$ cat config.mk
export PLATFORM = sky130hd
export DESIGN_NAME = data_mem_arbiter_flat
export DESIGN_NICKNAME = d
export VERILOG_FILES = /design/src/rtl/data_mem_arbiter_pkg.sv /design/src/rtl/data_mem_arbiter_if.sv /design/src/rtl/data_mem_arbiter_rr_arb2.sv /design/src/rtl/data_mem_arbiter.sv /design/src/flat_wrapper.sv
export SDC_FILE = /design/constraint.sdc
export NUM_CORES = 1
export LEC_CHECK = 0
export BUFFER_PORTS_ARGS = -buffer_cell sky130_fd_sc_hd__buf_2
export CORE_AREA = 2 2 118 120
export CTS_BUF_LIST = sky130_fd_sc_hd__clkbuf_16
export CTS_CLUSTER_DIAMETER = 120
export DETAILED_ROUTE_END_ITERATION = 10
export DIE_AREA = 0 0 120 122
export SLEW_MARGIN = 10
export SYNTH_ARGS = -nofsm -noshare
export SYNTH_HDL_FRONTEND = slang
export SYNTH_HIERARCHICAL = 1
export SYNTH_SLANG_ARGS = --single-unit
$ cat constraint.sdc
create_clock -name clk_i -period 2.8 [get_ports clk_i]
set_clock_uncertainty 0.05 [all_clocks]
set_input_delay 0.14 -clock clk_i [delete_from_list [all_inputs] [get_ports clk_i]]
set_output_delay 0.14 -clock clk_i [all_outputs]
set_load 0.02 [all_outputs]
$ cat src/rtl/data_mem_arbiter_pkg.sv
// Shared types and constants for the data memory arbiter and its round-robin core.
package data_mem_arb_pkg;

  typedef enum logic [1:0] {
    UNLOCKED = 2'd0,
    LOCKED0  = 2'd1,
    LOCKED1  = 2'd2
  } lock_st_e;

  localparam int unsigned PORT_LSU = 0;
  localparam int unsigned PORT_DMA = 1;

  localparam logic RSP_ERR_MISALIGNED = 1'b1;

  function automatic logic is_misaligned(input logic [1:0] lsb);
    return |lsb;
  endfunction

endpackage

$ cat src/rtl/data_mem_arbiter_if.sv
// Request/response bundle for both arbiter ports plus the memory-side signals.
interface data_mem_arbiter_if #(
  parameter int ADDR_WIDTH = 32,
  parameter int DATA_WIDTH = 32
);
  logic                  p0_valid_i, p0_ready_o, p0_we_i, p0_lock_i;
  logic [ADDR_WIDTH-1:0] p0_addr_i;
  logic [DATA_WIDTH-1:0] p0_wdata_i;
  logic                  p0_rsp_valid_o, p0_rsp_err_o;
  logic                  p1_valid_i, p1_ready_o, p1_we_i, p1_lock_i;
  logic [ADDR_WIDTH-1:0] p1_addr_i;
  logic [DATA_WIDTH-1:0] p1_wdata_i;
  logic                  p1_rsp_valid_o, p1_rsp_err_o;
  logic [DATA_WIDTH-1:0] rsp_rdata_o;
  logic [ADDR_WIDTH-1:0] mem_addr_o;
  logic [DATA_WIDTH-1:0] mem_wdata_o;
  logic                  mem_read_en_o, mem_write_en_o;
  logic [DATA_WIDTH-1:0] mem_rdata_i;

  modport slave (
    input  p0_valid_i, p0_we_i, p0_lock_i, p0_addr_i, p0_wdata_i,
    input  p1_valid_i, p1_we_i, p1_lock_i, p1_addr_i, p1_wdata_i,
    input  mem_rdata_i,
    output p0_ready_o, p0_rsp_valid_o, p0_rsp_err_o,
    output p1_ready_o, p1_rsp_valid_o, p1_rsp_err_o,
    output rsp_rdata_o, mem_addr_o, mem_wdata_o, mem_read_en_o, mem_write_en_o
  );

  modport master (
    output p0_valid_i, p0_we_i, p0_lock_i, p0_addr_i, p0_wdata_i,
    output p1_valid_i, p1_we_i, p1_lock_i, p1_addr_i, p1_wdata_i,
    output mem_rdata_i,
    input  p0_ready_o, p0_rsp_valid_o, p0_rsp_err_o,
    input  p1_ready_o, p1_rsp_valid_o, p1_rsp_err_o,
    input  rsp_rdata_o, mem_addr_o, mem_wdata_o, mem_read_en_o, mem_write_en_o
  );
endinterface

$ cat src/rtl/data_mem_arbiter_rr_arb2.sv
// Two-input round-robin grant; i_mask removes ports excluded by the lock state.
module rr_arb2
  import data_mem_arb_pkg::*;
(
  input  logic       clk_i,
  input  logic       rst_n_i,
  input  logic [1:0] i_req,
  input  logic [1:0] i_mask,
  input  logic       i_ptr_force,
  input  logic       i_ptr_val,
  output logic [1:0] o_gnt
);
  logic       r_ptr;
  logic [1:0] w_req;

  assign w_req = i_req & i_mask;
  assign o_gnt[PORT_LSU] = w_req[PORT_LSU] & (~w_req[PORT_DMA] | ~r_ptr);
  assign o_gnt[PORT_DMA] = w_req[PORT_DMA] & (~w_req[PORT_LSU] |  r_ptr);

  // Pointer names the port that wins the next tie; a grant hands it to the other port.
  always_ff @(posedge clk_i or negedge rst_n_i) begin
    if (!rst_n_i)          r_ptr <= 1'b0;
    else if (i_ptr_force)  r_ptr <= i_ptr_val;
    else if (|o_gnt)       r_ptr <= o_gnt[PORT_LSU];
  end
endmodule

$ cat src/rtl/data_mem_arbiter.sv
// Round-robin arbiter sharing one word memory between LSU (port 0) and DMA (port 1).
// Optional ARB_STATS_EN builds saturating per-port grant counters.
module data_mem_arbiter
  import data_mem_arb_pkg::*;
#(
  parameter int ADDR_WIDTH      = 32,
  parameter int DATA_WIDTH      = 32,
  parameter int MAX_LOCK_CYCLES = 8
) (
  input  logic              clk_i,
  input  logic              rst_n_i,
  data_mem_arbiter_if.slave bus,
  output logic [15:0]       stat_grant0_o,
  output logic [15:0]       stat_grant1_o
);
  localparam int            CW       = $clog2(MAX_LOCK_CYCLES + 1);
  localparam logic [CW-1:0] CNT_LAST = CW'(MAX_LOCK_CYCLES - 1);

  lock_st_e              r_st;
  logic [CW-1:0]         r_cnt;
  logic [1:0]            r_rsp_vld, r_rsp_err;
  logic [DATA_WIDTH-1:0] r_rdata;
  logic [1:0]            w_vld, w_mask, w_gnt;
  logic                  w_locked, w_force, w_any, w_sel, w_we, w_lk, w_mis, w_err;
  logic [ADDR_WIDTH-1:0] w_addr;
  logic [DATA_WIDTH-1:0] w_wdata;

  // Requests are gated by reset so ready and the memory strobes drop immediately.
  assign w_vld    = {bus.p1_valid_i, bus.p0_valid_i} & {2{rst_n_i}};
  assign w_locked = (r_st != UNLOCKED);
  // Last locked cycle: nobody is granted and the lock releases at the coming edge.
  assign w_force  = w_locked && (r_cnt == CNT_LAST);

  always_comb begin
    w_mask = 2'b11;
    if (w_force)              w_mask = 2'b00;
    else if (r_st == LOCKED0) w_mask = 2'b01;
    else if (r_st == LOCKED1) w_mask = 2'b10;
  end

  rr_arb2 u_arb (
    .clk_i       (clk_i),
    .rst_n_i     (rst_n_i),
    .i_req       (w_vld),
    .i_mask      (w_mask),
    .i_ptr_force (w_force),
    .i_ptr_val   (r_st == LOCKED0),
    .o_gnt       (w_gnt)
  );

  assign w_any   = |w_gnt;
  assign w_sel   = w_gnt[PORT_DMA];
  assign w_we    = w_sel ? bus.p1_we_i    : bus.p0_we_i;
  assign w_lk    = w_sel ? bus.p1_lock_i  : bus.p0_lock_i;
  assign w_addr  = w_sel ? bus.p1_addr_i  : bus.p0_addr_i;
  assign w_wdata = w_sel ? bus.p1_wdata_i : bus.p0_wdata_i;
  assign w_mis   = is_misaligned(w_addr[1:0]);
  assign w_err   = w_mis ? RSP_ERR_MISALIGNED : ~RSP_ERR_MISALIGNED;

  assign bus.p0_ready_o     = w_gnt[PORT_LSU];
  assign bus.p1_ready_o     = w_gnt[PORT_DMA];
  assign bus.mem_addr_o     = w_any ? w_addr  : '0;
  assign bus.mem_wdata_o    = w_any ? w_wdata : '0;
  assign bus.mem_write_en_o = w_any &  w_we & ~w_mis;
  assign bus.mem_read_en_o  = w_any & ~w_we & ~w_mis;

  always_ff @(posedge clk_i or negedge rst_n_i) begin
    if (!rst_n_i) begin
      r_st  <= UNLOCKED;
      r_cnt <= '0;
    end else if (!w_locked) begin
      if (w_any && w_lk) begin
        r_st  <= w_sel ? LOCKED1 : LOCKED0;
        r_cnt <= CW'(1);
      end
    end else if (w_force || (w_any && !w_lk)) begin
      r_st  <= UNLOCKED;
      r_cnt <= '0;
    end else begin
      r_cnt <= r_cnt + CW'(1);
    end
  end

  always_ff @(posedge clk_i or negedge rst_n_i) begin
    if (!rst_n_i) begin
      r_rsp_vld <= '0;
      r_rsp_err <= '0;
      r_rdata   <= '0;
    end else begin
      r_rsp_vld <= w_gnt;
      r_rsp_err <= w_gnt & {2{w_err}};
      if (w_any) r_rdata <= (w_we || w_mis) ? '0 : bus.mem_rdata_i;
    end
  end

  assign bus.p0_rsp_valid_o = r_rsp_vld[PORT_LSU];
  assign bus.p1_rsp_valid_o = r_rsp_vld[PORT_DMA];
  assign bus.p0_rsp_err_o   = r_rsp_err[PORT_LSU];
  assign bus.p1_rsp_err_o   = r_rsp_err[PORT_DMA];
  assign bus.rsp_rdata_o    = r_rdata;

`ifdef ARB_STATS_EN
  logic [1:0][15:0] r_stat;
  for (genvar p = 0; p < 2; p++) begin : g_stat
    always_ff @(posedge clk_i or negedge rst_n_i) begin
      if (!rst_n_i)                           r_stat[p] <= '0;
      else if (w_gnt[p] && ~&r_stat[p])       r_stat[p] <= r_stat[p] + 16'd1;
    end
  end
  assign stat_grant0_o = r_stat[PORT_LSU];
  assign stat_grant1_o = r_stat[PORT_DMA];
`else
  assign stat_grant0_o = '0;
  assign stat_grant1_o = '0;
`endif
endmodule

$ cat src/flat_wrapper.sv
// flat-port wrapper written by rule: the top's interface ports become plain ports
module data_mem_arbiter_flat import data_mem_arb_pkg::*;
#(
  parameter int ADDR_WIDTH      = 32,
  parameter int DATA_WIDTH      = 32,
  parameter int MAX_LOCK_CYCLES = 8
)
  (clk_i, rst_n_i, stat_grant0_o, stat_grant1_o, bus_p0_valid_i, bus_p0_we_i, bus_p0_lock_i, bus_p0_addr_i, bus_p0_wdata_i, bus_p1_valid_i, bus_p1_we_i, bus_p1_lock_i, bus_p1_addr_i, bus_p1_wdata_i, bus_mem_rdata_i, bus_p0_ready_o, bus_p0_rsp_valid_o, bus_p0_rsp_err_o, bus_p1_ready_o, bus_p1_rsp_valid_o, bus_p1_rsp_err_o, bus_rsp_rdata_o, bus_mem_addr_o, bus_mem_wdata_o, bus_mem_read_en_o, bus_mem_write_en_o);
  data_mem_arbiter_if #(.ADDR_WIDTH(ADDR_WIDTH), .DATA_WIDTH(DATA_WIDTH)) bus_i ();
  input  logic clk_i;
  input  logic rst_n_i;
  output logic [15:0] stat_grant0_o;
  output logic [15:0] stat_grant1_o;
  input wire logic [$bits(bus_i.p0_valid_i)-1:0] bus_p0_valid_i;
  input wire logic [$bits(bus_i.p0_we_i)-1:0] bus_p0_we_i;
  input wire logic [$bits(bus_i.p0_lock_i)-1:0] bus_p0_lock_i;
  input wire logic [$bits(bus_i.p0_addr_i)-1:0] bus_p0_addr_i;
  input wire logic [$bits(bus_i.p0_wdata_i)-1:0] bus_p0_wdata_i;
  input wire logic [$bits(bus_i.p1_valid_i)-1:0] bus_p1_valid_i;
  input wire logic [$bits(bus_i.p1_we_i)-1:0] bus_p1_we_i;
  input wire logic [$bits(bus_i.p1_lock_i)-1:0] bus_p1_lock_i;
  input wire logic [$bits(bus_i.p1_addr_i)-1:0] bus_p1_addr_i;
  input wire logic [$bits(bus_i.p1_wdata_i)-1:0] bus_p1_wdata_i;
  input wire logic [$bits(bus_i.mem_rdata_i)-1:0] bus_mem_rdata_i;
  output wire logic [$bits(bus_i.p0_ready_o)-1:0] bus_p0_ready_o;
  output wire logic [$bits(bus_i.p0_rsp_valid_o)-1:0] bus_p0_rsp_valid_o;
  output wire logic [$bits(bus_i.p0_rsp_err_o)-1:0] bus_p0_rsp_err_o;
  output wire logic [$bits(bus_i.p1_ready_o)-1:0] bus_p1_ready_o;
  output wire logic [$bits(bus_i.p1_rsp_valid_o)-1:0] bus_p1_rsp_valid_o;
  output wire logic [$bits(bus_i.p1_rsp_err_o)-1:0] bus_p1_rsp_err_o;
  output wire logic [$bits(bus_i.rsp_rdata_o)-1:0] bus_rsp_rdata_o;
  output wire logic [$bits(bus_i.mem_addr_o)-1:0] bus_mem_addr_o;
  output wire logic [$bits(bus_i.mem_wdata_o)-1:0] bus_mem_wdata_o;
  output wire logic [$bits(bus_i.mem_read_en_o)-1:0] bus_mem_read_en_o;
  output wire logic [$bits(bus_i.mem_write_en_o)-1:0] bus_mem_write_en_o;
  assign bus_i.p0_valid_i = bus_p0_valid_i;
  assign bus_i.p0_we_i = bus_p0_we_i;
  assign bus_i.p0_lock_i = bus_p0_lock_i;
  assign bus_i.p0_addr_i = bus_p0_addr_i;
  assign bus_i.p0_wdata_i = bus_p0_wdata_i;
  assign bus_i.p1_valid_i = bus_p1_valid_i;
  assign bus_i.p1_we_i = bus_p1_we_i;
  assign bus_i.p1_lock_i = bus_p1_lock_i;
  assign bus_i.p1_addr_i = bus_p1_addr_i;
  assign bus_i.p1_wdata_i = bus_p1_wdata_i;
  assign bus_i.mem_rdata_i = bus_mem_rdata_i;
  assign bus_p0_ready_o = bus_i.p0_ready_o;
  assign bus_p0_rsp_valid_o = bus_i.p0_rsp_valid_o;
  assign bus_p0_rsp_err_o = bus_i.p0_rsp_err_o;
  assign bus_p1_ready_o = bus_i.p1_ready_o;
  assign bus_p1_rsp_valid_o = bus_i.p1_rsp_valid_o;
  assign bus_p1_rsp_err_o = bus_i.p1_rsp_err_o;
  assign bus_rsp_rdata_o = bus_i.rsp_rdata_o;
  assign bus_mem_addr_o = bus_i.mem_addr_o;
  assign bus_mem_wdata_o = bus_i.mem_wdata_o;
  assign bus_mem_read_en_o = bus_i.mem_read_en_o;
  assign bus_mem_write_en_o = bus_i.mem_write_en_o;
  data_mem_arbiter #(.ADDR_WIDTH(ADDR_WIDTH), .DATA_WIDTH(DATA_WIDTH), .MAX_LOCK_CYCLES(MAX_LOCK_CYCLES)) u_core (.clk_i(clk_i), .rst_n_i(rst_n_i), .bus(bus_i), .stat_grant0_o(stat_grant0_o), .stat_grant1_o(stat_grant1_o));
endmodule
# After elaboration in Yosys (flattened, before gate mapping)
# Cells that the tools add are included.
[totals] regBits=43 latch_bits=0 ramBits=0 mem_bits_ro=0 inputBits=168 output_inout_bits=136 wordCells=59 n_memories=0
[classes] add_sub_neg=1 mul=0 div_mod_pow=0 n_lt_le_gt_ge=0 eq_ne=4 shift=0 mux=20 bitwise_logic=16 reduce_logical=12
[ops] operator="32-bit two-way mux" n=5
[ops] operator="2-bit two-way mux" n=6
[ops] operator="4-bit two-way mux" n=3
[ops] operator="1-bit bitwise AND" n=6
[ops] operator="2-bit bitwise AND" n=3
[ops] operator="1-bit two-way mux" n=6
[ops] operator="2-bit nonzero test" n=3
[ops] operator="1-bit NOT" n=5
[ops] operator="4-bit by 1-bit adder with 4-bit output (second input constant)" n=1
[ops] operator="4-bit by 3-bit == test with 1-bit output (second input constant)" n=1
[ops] operator="2-bit OR reduction" n=2
[ops] operator="1-bit logical AND" n=3
[ops] operator="2-bit by 1-bit == test with 1-bit output (second input constant)" n=1
[ops] operator="2-bit == test (second input constant)" n=1
[ops] operator="1-bit logical OR" n=2
[ops] operator="2-bit inequality test (second input constant)" n=1
[ops] operator="1-bit bitwise OR" n=2
[ops] operator="2-bit AND reduction" n=1
[ops] operator="1-bit zero test" n=1

# Depth between registers and ports, before layout
[logic_depth] word_depth=14 mapped_depth=12 ltp_nobuf=10

# By module
# The synthesis kept the hierarchy.
[modules_own_cells] module="data_mem_arbiter" n_inst=1 cells_each=240 area_each_um2=2518.7 seq_area_each_um2=1051.0
[modules_own_cells] module="rr_arb2" n_inst=1 cells_each=9 area_each_um2=77.6 seq_area_each_um2=25.0

# Worst setup path after synthesis
# No wires, ideal clock.
[synth_timing] path_kind="flip-flop to output port" start="register u_core.r_cnt[0]" end="output port bus_mem_addr_o[1]" arrival_ps=2635 required_time_ps=2610 slack_ps=-25 stages_incl_launch_ff=12 path_buffers=3 path_cell_list="dfrtp_1 ha_1 nand2_1 nor3_1 a21oi_1 and3b_1 nor2_1 buf_2 buf_2 buf_2 nand2_1 o21ai_0"
[synth_via] elab_chain_len=9 word_cells_on_any_way=13 classes_between="eq/ne (1); mux (3); bitwise (7); reduce/logical (2)"
[synth_lines] element="start, declared" line_no="data_mem_arbiter.sv:20" rtl="logic [CW-1:0] r_cnt;"
[synth_lines] element="start signal, assigned" line_no="data_mem_arbiter.sv:80" rtl="r_cnt <= r_cnt + CW'(1);"
[synth_lines] element="4-bit by 3-bit == test with 1-bit output (*)" line_no="data_mem_arbiter.sv:32" rtl="assign w_force = w_locked && (r_cnt == CNT_LAST);"
[synth_lines] element="1-bit logical AND (*)" line_no="data_mem_arbiter.sv:32"
[synth_lines] element="via u_core.w_force" line_no="data_mem_arbiter.sv:24" rtl="logic w_locked, w_force, w_any, w_sel, w_we, w_lk, w_mis, w_err;"
[synth_lines] element="2-bit two-way mux (*)" line_no="data_mem_arbiter.sv:36" rtl="if (w_force) w_mask = 2'b00;"
[synth_lines] element="via u_core.w_mask[0]" line_no="data_mem_arbiter.sv:23" rtl="logic [1:0] w_vld, w_mask, w_gnt;"
[synth_lines] element="2-bit bitwise AND (*)" line_no="data_mem_arbiter_rr_arb2.sv:16" rtl="assign w_req = i_req & i_mask;"
[synth_lines] element="1-bit NOT (*)" line_no="data_mem_arbiter_rr_arb2.sv:18" rtl="assign o_gnt[PORT_DMA] = w_req[PORT_DMA] & (~w_req[PORT_LSU] | r_ptr);"
[synth_lines] element="1-bit bitwise OR (*)" line_no="data_mem_arbiter_rr_arb2.sv:18"
[synth_lines] element="1-bit bitwise AND (*)" line_no="data_mem_arbiter_rr_arb2.sv:18"
[synth_lines] element="via bus_p1_ready_o" line_no="flat_wrapper.sv:28" rtl="output wire logic [$bits(bus_i.p1_ready_o)-1:0] bus_p1_ready_o;"
[synth_lines] element="32-bit two-way mux / 2-bit OR reduction (equally long branches)" line_no="data_mem_arbiter.sv:55, data_mem_arbiter.sv:51"
[synth_lines] element="32-bit two-way mux (*)" line_no="data_mem_arbiter.sv:62" rtl="assign bus.mem_addr_o = w_any ? w_addr : '0;"
[synth_lines] element="end, declared" line_no="flat_wrapper.sv:32" rtl="output wire logic [$bits(bus_i.mem_addr_o)-1:0] bus_mem_addr_o;"
# The timed path passes the listed nets; every way through them passes the cells marked *.

# Final worst setup path
[layout_timing] start="register u_core.r_cnt[0]" end="output port bus_mem_wdata_o[7]"
[layout_via] elab_chain_len=9 word_cells_on_any_way=13 classes_between="eq/ne (1); mux (3); bitwise (7); reduce/logical (2)"
[layout_lines] element="4-bit by 3-bit == test with 1-bit output (*)" line_no="data_mem_arbiter.sv:32"
[layout_lines] element="1-bit logical AND (*)" line_no="data_mem_arbiter.sv:32"
[layout_lines] element="via u_core.w_force" line_no="data_mem_arbiter.sv:24"
[layout_lines] element="2-bit two-way mux (*)" line_no="data_mem_arbiter.sv:36"
[layout_lines] element="via u_core.w_mask[0]" line_no="data_mem_arbiter.sv:23"
[layout_lines] element="2-bit bitwise AND (*)" line_no="data_mem_arbiter_rr_arb2.sv:16"
[layout_lines] element="1-bit NOT" line_no="data_mem_arbiter_rr_arb2.sv:18"
[layout_lines] element="1-bit bitwise OR" line_no="data_mem_arbiter_rr_arb2.sv:18"
[layout_lines] element="1-bit bitwise AND" line_no="data_mem_arbiter_rr_arb2.sv:18"
[layout_lines] element="32-bit two-way mux / 2-bit OR reduction (equally long branches)" line_no="data_mem_arbiter.sv:56, data_mem_arbiter.sv:51"
[layout_lines] element="32-bit two-way mux (*)" line_no="data_mem_arbiter.sv:63" rtl="assign bus.mem_wdata_o = w_any ? w_wdata : '0;"
[layout_lines] element="end, declared" line_no="flat_wrapper.sv:33" rtl="output wire logic [$bits(bus_i.mem_wdata_o)-1:0] bus_mem_wdata_o;"
# Marked as above.

==> qor.txt <==
Bufs and invs on worst path - 3
antenna viol nets, final - 0
Comb pwr share - 0.395
IO Count - 304
clock sink total - 43
Max-slew headroom - 0.514
clock buffer depth - 2
sequential-to-total area share from yosys stat - 0.414
CTS Buf Count - 5
CP required - 2.61 ns
core footprint - 0.0135 mm²
type of element capturing the critical path - output port
CP Cell Sequence - ha_1 -> nand2_1 -> nor3_4 -> a21oi_1 -> and3b_1 -> nor2_4 -> buf_4 -> buf_16 -> a22o_1 -> buf_2
Skew-Pair Late Insertion Delay - 0.28 ns
Final Hold Vio Count - 0
Top FF cell, synth - dfrtp_1
Pre-Repair DR Iteration Count - 4
GRT Total Usage - 0.145
max-cap viol count - 0
yosys warns - 6
area delta synth->final - 74.5%
Die ar. - 0.0146 mm²
status - finished, final reports clean
internal power - 1.47 mW
Post-synth EDFFs - 0
synth top area cells - dfrtp_1 (41%), a22o_1 (32%), buf_4 (9.3%)
Netlist cell types - 34
chip width - 120 µm
total wire length - 13.0 mm
DRC errors left - 0
final slew viol count - 0
Sw Pwr - 796 µW
unrepaired setup endpoints after global routing - true
via count - 3179
Worst-path clk slew - 0.06 ns
Syn Std Cell Area - 0.00260 mm²
critical setup path kind - register to output port
Worst Path Max Fanout - 31
hpwl dp - 9.51 mm
switch share - 0.351
CP max stage delay - 0.38 ns
Power Density - 501 mW/mm²
initial core utilization - 0.192
Nets - 699
crit share post-route - 0.991
Max Fclk - 0.360 GHz
syn avg cell area - 10.4 µm²
Period minus WS final - 2.77 ns
routability cong. - 0.775
Antenna diodes - 0
Placed Instance Area - 0.00404 mm²
layout cell share with drive strength beyond 1 - 0.597
Leakage - 2.61 nW
Worst EP arrival - 2.58 ns
number of DRC markers in iteration 0 - 98
Place WS - 0.0269 ns
Design Area, Final - 0.00453 mm²
gate family responsible for the most delay along the worst path - simple AND/OR/NAND/NOR gates
CTS tree - built
clock network power share - 0.286
antenna violations before repair - 0
Die Ht - 122 µm
root buf cell - clkbuf_16
Async SR Flop Fraction - 1.00
Fillers - 1422
WL/cell - 18.3 µm
setup ws final - 0.0251 ns
Flop pwr share - 0.319
vias in the first global route - 2969
# port buffers - 271
GRT Residual Overflow - 0
global-route wire length before repair - 16.4 mm
FF+latch count, synth - 43
Post-Synthesis Cells - 249
top-area cell type share of the netlist area - 0.414
Yosys top cell by area - dfrtp_1
vias per inst - 4.47
maximum vdd ir drop - 0.000259 V
Std-Cell Rows - 43
slowest CP cell - dfrtp_1
Min-Delay Path Class - input pin to register
Worst setup SP type - register
final setup violating endpoints - 0
Worst-Margin Slew - 0.727 ns
htree depth - 2
largest net degree at the start of global routing - 62
[path summary, 6_finish.rpt]
| kind | start | endpoint | cells past startpoint | slack [ns] |
|---|---|---|---|---|
| worst max-delay path | u_core/r_cnt[0]$_DFFE_PN0P_ | bus_mem_wdata_o[7] | 10 | 0.03 |
| worst max register to register | u_core/r_cnt[0]$_DFFE_PN0P_ | u_core/r_cnt[2]$_DFFE_PN0P_ | 12 | 0.20 |
| worst min-delay path | bus_mem_rdata_i[1] | u_core/bus.rsp_rdata_o[1]$_DFFE_PN0P_ | 2 | 0.03 |
| min in group asynchronous | rst_n_i | u_core/bus.rsp_rdata_o[13]$_DFFE_PN0P_ | 3 | 0.46 |
| worst min register to register | u_core/bus.rsp_rdata_o[24]$_DFFE_PN0P_ | u_core/bus.rsp_rdata_o[24]$_DFFE_PN0P_ | 1 | 0.44 |
| max in group asynchronous | rst_n_i | u_core/bus.rsp_rdata_o[23]$_DFFE_PN0P_ | 3 | 1.87 |
[worst reg2reg max path, delay by kind of cell, from the launching register on]
family	cells	cell delay, ns
adders and majority gates	1	0.20
DFF	1	0.38
and+or+nand+nor	5	0.87
AOI/OAI and AO/OA	4	0.68
buffers and inverters	2	0.33
[final cells by class]
class / count / area [µm²] / share of cell area
sequential: 43 / 1080 / 0.238
clock buffer: 5 / 125 / 0.0276
tap: 180 / 225 / 0.0497
clock inverter: 3 / 43.8 / 0.00967
timing repair buffer: 296 / 1710 / 0.377
inverter: 3 / 11.3 / 0.00249
multi-input combinational: 181 / 1340 / 0.296
[power by group through the flow]
stage / Combinational (mW) / Sequential [mW] / Clock, mW
finish: 0.897 / 0.725 / 0.649
global route: 0.958 / 0.733 / 0.695
CTS: 0.820 / 0.723 / 0.670
detailed placement: 0.809 / 0.732 / 0
global placement: 0.799 / 0.732 / 0
floorplan: 0.452 / 0.776 / 0
[routing by layer]
layer	up-vias	track usage	wire, µm	part of all wire
met5	-	0	0	0
met4	0	0.0346	153	0.012
met3	10	0.0323	1040	0.080
met2	193	0.255	6400	0.49
met1	1519	0.180	5420	0.42
li1	1457	-	-	-
[sequential cells by signal, indices dropped and copies added, names as in the netlist]
register                flops
u_core/bus.rsp_rdata_o     32
u_core/r_cnt                4
u_core/r_rsp_err            2
u_core/r_rsp_vld            2
u_core/r_st                 2
u_core/u_arb/r_ptr          1
[cells in the final DEF, fill, tap and decap left out, types with 3 or more instances in the layout]
cell type | Yosys | layout
buf_2 | 12 | 270
a22o_1 | 95 | 94
dfrtp_1 | 43 | 43
conb_1 | 1 | 32
buf_4 | 32 | 14
clkbuf_16 | 0 | 10
nand2_1 | 9 | 9
o21ai_0 | 4 | 4
nor2b_4 | 0 | 3
buf_12 | 0 | 3
nor2_1 | 7 | 3
inv_1 | 3 | 3
[through the flow]
step	TNS [ns]	power [mW]	util	hold WS [ns]	std cells
3_5_place_dp	0	1.54	0.299	0.245	683
3_3_place_gp	0	1.53	0.299	0.243	683
6_report	0	2.27	0.335	0.0308	711
2_1_floorplan	0	1.23	-	-0.206	280
4_1_cts	-0.0249	2.21	0.315	0.0215	695
5_1_grt	-3.05	2.39	0.335	0.0262	711
[timing repair]
| item | in CTS | in global routing |
|---|---|---|
| cloned | 0 | 8 |
| hold buffers | 1 | 0 |
| buffers inserted | 3 | 8 |
| setup endpoints to repair | 61 | 65 |
| endpoints found under the hold margin | 43 | 0 |
| pin swaps | 1 | 2 |
| resized for setup | 2 | 12 |
[cell usage after synthesis (all sizes together), types with 2 or more instances]
| cell | instances |
|---|---|
| a22o | 95 |
| nor2b | 4 |
| nand3 | 2 |
| inv | 3 |
| dfrtp | 43 |
| nand2b | 2 |
| clkbuf | 6 |
| buf | 48 |
| and2 | 2 |
| a221oi | 2 |
| mux2i | 2 |
| nand2 | 9 |
| nor3 | 3 |
| o21ai | 6 |
| nor2 | 7 |
[cell families after synthesis]
family,Yosys count,share of synthesized area
AO/OA/AOI/OAI,110,0.359
XOR/XNOR,1,0.00337
adder cells (fa/ha/maj),1,0.00482
buffers and inverters,57,0.143
flip-flops,43,0.414
multiplexers,2,0.00771
other,1,0.00144
AND/OR/NAND/NOR,34,0.0660
Note: power is estimated with default switching activity, not from simulation.
